<file path="src/rtl/seq_mult_nxw.sv">
// seq_mult_nxw: iterative radix-2 shift-add NxW multiplier with valid/ready handshakes
module seq_mult_nxw #(
  parameter int N = 8,
  parameter int W = 4
) (
  input  logic         clk,
  input  logic         rst_n,
  input  logic         in_valid,
  output logic         in_ready,
  input  logic [N-1:0] multer,
  input  logic [W-1:0] multor,
  input  logic         is_signed,
  output logic         out_valid,
  input  logic         out_ready,
  output logic [N+W-1:0] result,
  output logic         busy
);
  localparam int CW = $clog2(W + 1);
  typedef enum logic [1:0] {IDLE, BUSY, DONE} state_t;
  state_t state, state_nx;
  logic [N+W-1:0] md, acc, sum;
  logic [N-1:0] mag_a;
  logic [W-1:0] mag_b, mr;
  logic [CW-1:0] cnt;
  logic neg, last;
  always_comb begin
    mag_a = (is_signed && multer[N-1]) ? -multer : multer;
    mag_b = (is_signed && multor[W-1]) ? -multor : multor;
    sum = acc + (mr[0] ? md : '0);
    last = cnt == CW'(W - 1);
    state_nx = state;
    case (state)
      IDLE: state_nx = in_valid ? BUSY : IDLE;
      BUSY: state_nx = last ? DONE : BUSY;
      DONE: state_nx = out_ready ? IDLE : DONE;
      default: state_nx = IDLE;
    endcase
  end
  always_ff @(posedge clk) begin
    if (!rst_n) state <= IDLE;
    else state <= state_nx;
  end
  always_ff @(posedge clk) begin
    if (!rst_n) begin
      md <= '0;
      mr <= '0;
      acc <= '0;
      cnt <= '0;
      neg <= 1'b0;
      result <= '0;
    end else if (state == IDLE && in_valid) begin
      md <= {{W{1'b0}}, mag_a};
      mr <= mag_b;
      neg <= is_signed && (multer[N-1] ^ multor[W-1]);
      acc <= '0;
      cnt <= '0;
    end else if (state == BUSY) begin
      acc <= sum;
      md <= md << 1;
      mr <= mr >> 1;
      cnt <= cnt + 1'b1;
      if (last) result <= neg ? -sum : sum;
    end
  end
  assign in_ready = state == IDLE;
  assign out_valid = state == DONE;
  assign busy = state != IDLE;
endmodule

</file>
<file path="config.mk">
export PLATFORM = sky130hd
export DESIGN_NAME = seq_mult_nxw
export DESIGN_NICKNAME = d
export VERILOG_FILES = /design/src/rtl/seq_mult_nxw.sv
export SDC_FILE = /design/constraint.sdc
export NUM_CORES = 1
export LEC_CHECK = 0
export ABC_AREA = 1
export BUFFER_PORTS_ARGS = -buffer_cell sky130_fd_sc_hd__buf_2
export CORE_ASPECT_RATIO = 2
export CORE_UTILIZATION = 30
export CTS_BUF_LIST = sky130_fd_sc_hd__clkbuf_16
export DETAILED_ROUTE_END_ITERATION = 8
export PLACE_DENSITY = 0.53
export SKIP_CTS_REPAIR_TIMING = 1
export SYNTH_ARGS = -nofsm -noshare
export SYNTH_HDL_FRONTEND = slang
export SYNTH_SLANG_ARGS = --single-unit
</file>
<file path="constraint.sdc">
create_clock -name clk -period 3.4 [get_ports clk]
set_clock_uncertainty 0.15 [all_clocks]
set_input_delay 0.68 -clock clk [delete_from_list [all_inputs] [get_ports clk]]
set_output_delay 0.68 -clock clk [all_outputs]
set_load 0.01 [all_outputs]
</file>
After elaboration in Yosys (flattened, before gate mapping)
Index checks and enable logic that the tools add are counted.
Widths: inputs -> output; s select.
- add/sub/neg operators: 5
- eq/ne operators: 3
- multiplexer cells: 12
- bitwise operators: 3
- reductions and logical operators: 9
- operators by type and width (operator ; number):
    $mux 12 ; 2
    $mux 8 ; 3
    $add 12x12->12 ; 1
    $mux 4 ; 3
    $neg 12->12 ; 1
    $neg 8->8 ; 1
    $pmux 2 s3 ; 1
    $logic_and 1x1->1 ; 4
    $mux 2 ; 2
    $neg 4->4 ; 1
    $reduce_bool 2->1 ; 2
    $add 3x1->3 const B ; 1
    $eq 3x2->1 const B ; 1
    $reduce_and 3->1 ; 1
    $eq 2x1->1 const B ; 1
    $eq 2x2->1 const B ; 1
    $logic_not 2->1 ; 1
    $not 1->1 ; 2
    $reduce_or 2->1 ; 1
    $mux 1 ; 1
    $xor 1x1->1 ; 1
- register bits: 46
- input port bits: 17
- output and inout bits: 15

Depth between registers and ports, before layout
- word-level depth: 4
- mapped depth: 20
- depth with buffers taken out: 19

Worst setup path after synthesis
OpenSTA, ideal clock, no wires.
- path kind: flip-flop to flip-flop
- start: reg mr[0]
- end: reg result[11]
- library setup time: 0.117 ns
- arrival time: 2.371 ns
- required time: 3.133 ns
- path slack: 0.762 ns
- cell stages (with the launch flop): 18
- buffers on the path: 1
- clock period less this slack: 2.638 ns
- cell sequence: dfxtp_1 > clkbuf_1 > nand2_1 > inv_1 > ha_1 > inv_1 > fa_1 > inv_1 > nand2_1 > and2_4 > nor3_4 > nand3_4 > nor2_4 > nand2_2 > nand2_2 > a21oi_1 > nor2_1 > nor2_1
- cells in the longest elaborated chain, start to end: 4
- RTL lines (item ; RTL line ; RTL):
    start, declared ; 23 ; logic [W-1:0] mag_b, mr;
    start signal, assigned ; 53 ; mr <= mag_b;
    start signal, assigned ; 60 ; mr <= mr >> 1;
    $mux 12 * ; 29 ; sum = acc + (mr[0] ? md : '0);
    $add 12x12->12 * ; 29 ;
    $neg 12->12 ; 62 ; if (last) result <= neg ? -sum : sum;
    $mux 12 * ; 62 ;
    end signal, assigned ; 62 ;
    end, declared ; 15 ; output logic [N+W-1:0] result,
Mark *: on every way between the ends. The rest lies on a longest branch, timed or not.
A chain may end at the register's enable or synchronous reset.

Final worst setup path
Same ends and word-level chain as after synthesis.

==> run metrics <==
routability cong. 0.8749; crit share post-route 0.8217; fin util 0.3520; via count 2966; setup violators final 0; Area Overhead vs Synth 13.80%; setup repair after global routing missed its margin false; Startpoint Class flip-flop; Worst slew margin 0.6947; Pwr Total 0.001315 W; total grt overflow 0; Worst Path Required 3.44 ns; post-DP HPWL 6.997 mm; leakage power 1.853 nW; Rows 52; first-pass GRT wire length 14.30 mm; CTS buffer count 5; die height 146.2 um; final net count 539; Max VDD drop 0.0002446 V; Root Buffer clkbuf_16; die width 74.10 um; Starting DRT DRC Count 123; final setup TNS 0 ns; delay of the slowest critical-path stage 0.56 ns; Worst Setup End Kind flip-flop; Clock Latency Late Sink 0.29 ns; core box area 0.01008 mm2; Max Slew Vio Count 0; # diodes 0; FF-to-FF setup slack 0.61 ns; Synth async-reset ratio 0; fmax 358.0 MHz; port buffer count 31; hold worst-path end result[0]$_SDFFE_PN0P_; FF/Latch Area 920.9 um2; Worst-Margin Slew 0.4574 ns; final WL 8.583 mm; DRC violations left 0; Avg Cell Area, Syn 6.553 um2; worst-case reg-to-reg path depth 16; post-DR wirelength/cell 13.39 um; DR pass1 iterations 4; Synth Instances 476; layout cells sized above 1 0.1462; Filler Cell Count 1131; cell repeated most along the worst path inv_1; Die ar. 0.01083 mm2; Yosys cell types 36; CTS tree built; Hold Vio Cnt, Final 0; hold path cells 2; outcome complete, no violations; cell area after synthesis 0.003119 mm2; H-Tree Depth 2; Arr. time, crit path 2.83 ns; Reg-to-Reg Start mr[0]$_SDFFE_PN0P_; largest net degree at the start of global routing 35; reg2reg end result[11]$_SDFFE_PN0P_; EDFF count, synth 0; CTS clk-pin slew, worst paths 0.07 ns; Total GRT Usage 0.1752; sequential cell area fraction in the yosys report 0.2952; placed insts 633; Top FF cell, synth dfxtp_1; Mapped Nets 510; routed vias/inst 4.627; vias in the first global route 3008; CP max stage cell dfxtp_1; Max FO, Critical Path 13; Clock Sinks 46; post-route minimum period 2.794 ns; Hold WS 0.3219 ns; initial antenna violation count 0; post-route ant nets 0; final cell count without fillers 641; critical path class reg -> reg; Bufs on Longest Clock Path 2; Yosys reg bits 46; I/O pin count 32; max-cap viol count 0; CP cell instances nand2_1 > inv_1 > ha_1 > inv_1 > fa_1 > inv_1 > nand2_1 > and2_4 > nor3_4 > nand3_4 > nor2_4 > nand2_2 > nand2_2 > a21oi_1 > nor2_1 > nor2_1; Ys Warns 0; area of the multi-input gates 0.001829 mm2; initial core utilization 0.3093; hold crit path type reg -> reg; Worst Hold Launch result[0]$_SDFFE_PN0P_; Power Density 370.4 mW/mm2
[synth_stat cells, types with 9 or more instances]
master | instances | area, um2
nand2_1 | 137 | 514.2
inv_1 | 77 | 289.0
dfxtp_1 | 46 | 920.9
a21oi_1 | 34 | 170.2
o21ai_0 | 30 | 150.1
nor2_1 | 29 | 108.9
nand3_1 | 20 | 100.1
ha_1 | 16 | 200.2
nand2_2 | 12 | 75.07
clkbuf_1 | 10 | 37.54
xor2_1 | 10 | 87.58
o211ai_1 | 9 | 67.56
[worst max-delay path: cells and delay by family, from the launching register on]
family | cells | cell delay (ns)
simple gates | 10 | 1.04
compound gates | 1 | 0.07
flops | 1 | 0.56
fa+ha+maj | 2 | 0.60
buf+inv | 3 | 0.28
[registers in the layout, indices dropped and copies added (netlist names)]
signal / count
md: 12
cnt: 3
mr: 4
result: 12
state: 2
neg: 1
acc: 12
[cell families (layout without fill, tap and decap cells)]
| logic type | Yosys count | after routing | synth area share |
|---|---|---|---|
| AOI/OAI and AO/OA | 85 | 85 | 0.1536 |
| xor gates and xnor gates | 13 | 13 | 0.03891 |
| adders and majority gates | 17 | 17 | 0.07060 |
| buffers and inverters | 94 | 124 | 0.1183 |
| DFF | 46 | 46 | 0.2952 |
| and+or+nand+nor | 221 | 221 | 0.3233 |
[worst max path at each step]
stage                             startpoint                       to  slack (ns)  cells past startpoint
after global routing      mr[0]$_SDFFE_PN0P_   result[6]$_SDFFE_PN0P_        0.29                     17
after global placement    mr[0]$_SDFFE_PN0P_  result[11]$_SDFFE_PN0P_        0.68                     16
after CTS                 mr[0]$_SDFFE_PN0P_  result[11]$_SDFFE_PN0P_        0.58                     16
after detailed placement  mr[0]$_SDFFE_PN0P_  result[11]$_SDFFE_PN0P_        0.59                     16
final                     mr[0]$_SDFFE_PN0P_  result[11]$_SDFFE_PN0P_        0.61                     16
after floorplan           mr[0]$_SDFFE_PN0P_  result[11]$_SDFFE_PN0P_        0.76                     17
[metal layers]
layer / GRT usage / up-vias / share of wire / routed length (um)
met5: 0 / - / 0 / 0
met3: 0.02346 / 30 / 0.017 / 142
met1: 0.1675 / 1322 / 0.35 / 3018
met4: 0.1250 / 0 / 0.072 / 620
li1: - / 1564 / - / -
met2: 0.3227 / 50 / 0.56 / 4803
[where the power goes]
group | internal [W] | total [W] | switching [W] | leakage [nW]
Sequential | 0.000561 | 0.000581 | 0.0000201 | 0.374
Combinational | 0.0000823 | 0.000237 | 0.000154 | 1.41
Clock | 0.000271 | 0.000497 | 0.000226 | 0.0730
Total | 0.000914 | 0.00131 | 0.000401 | 1.85
[placed cells by master (no fill, tap or decap), drive strengths merged]
master,count
o221ai,1
clkbuf,5
o211ai,9
xnor2,2
ha,16
a31oi,3
clkinv,3
o21bai,2
nand3,26
fa,1
xor2,11
nor2,35
dfxtp,46
buf,35
o31ai,2
nor3,4
nand2,151
and2,1
a221oi,1
o21ai,30
nand4,4
o21a,1
inv,81
a21oi,36
[cell type report]
| class | instances | share of cell area |
|---|---|---|
| Multi-Input combinational cell | 336 | 0.5153 |
| Sequential cell | 46 | 0.2594 |
| Inverter | 81 | 0.08565 |
| Timing Repair Buffer | 35 | 0.05217 |
| Tap cell | 135 | 0.04759 |
| Clock buffer | 5 | 0.03525 |
| Clock inverter | 3 | 0.004582 |
[through the flow]
step                      area (um2)  worst slack (ns)
after global routing            3550            0.2932
after global placement          3408            0.6754
after CTS                       3550            0.5842
after floorplan                 3119            0.7621
after detailed placement        3408            0.5920
final                           3550            0.6063
No activity file was read; power rests on OpenSTA's default activity.
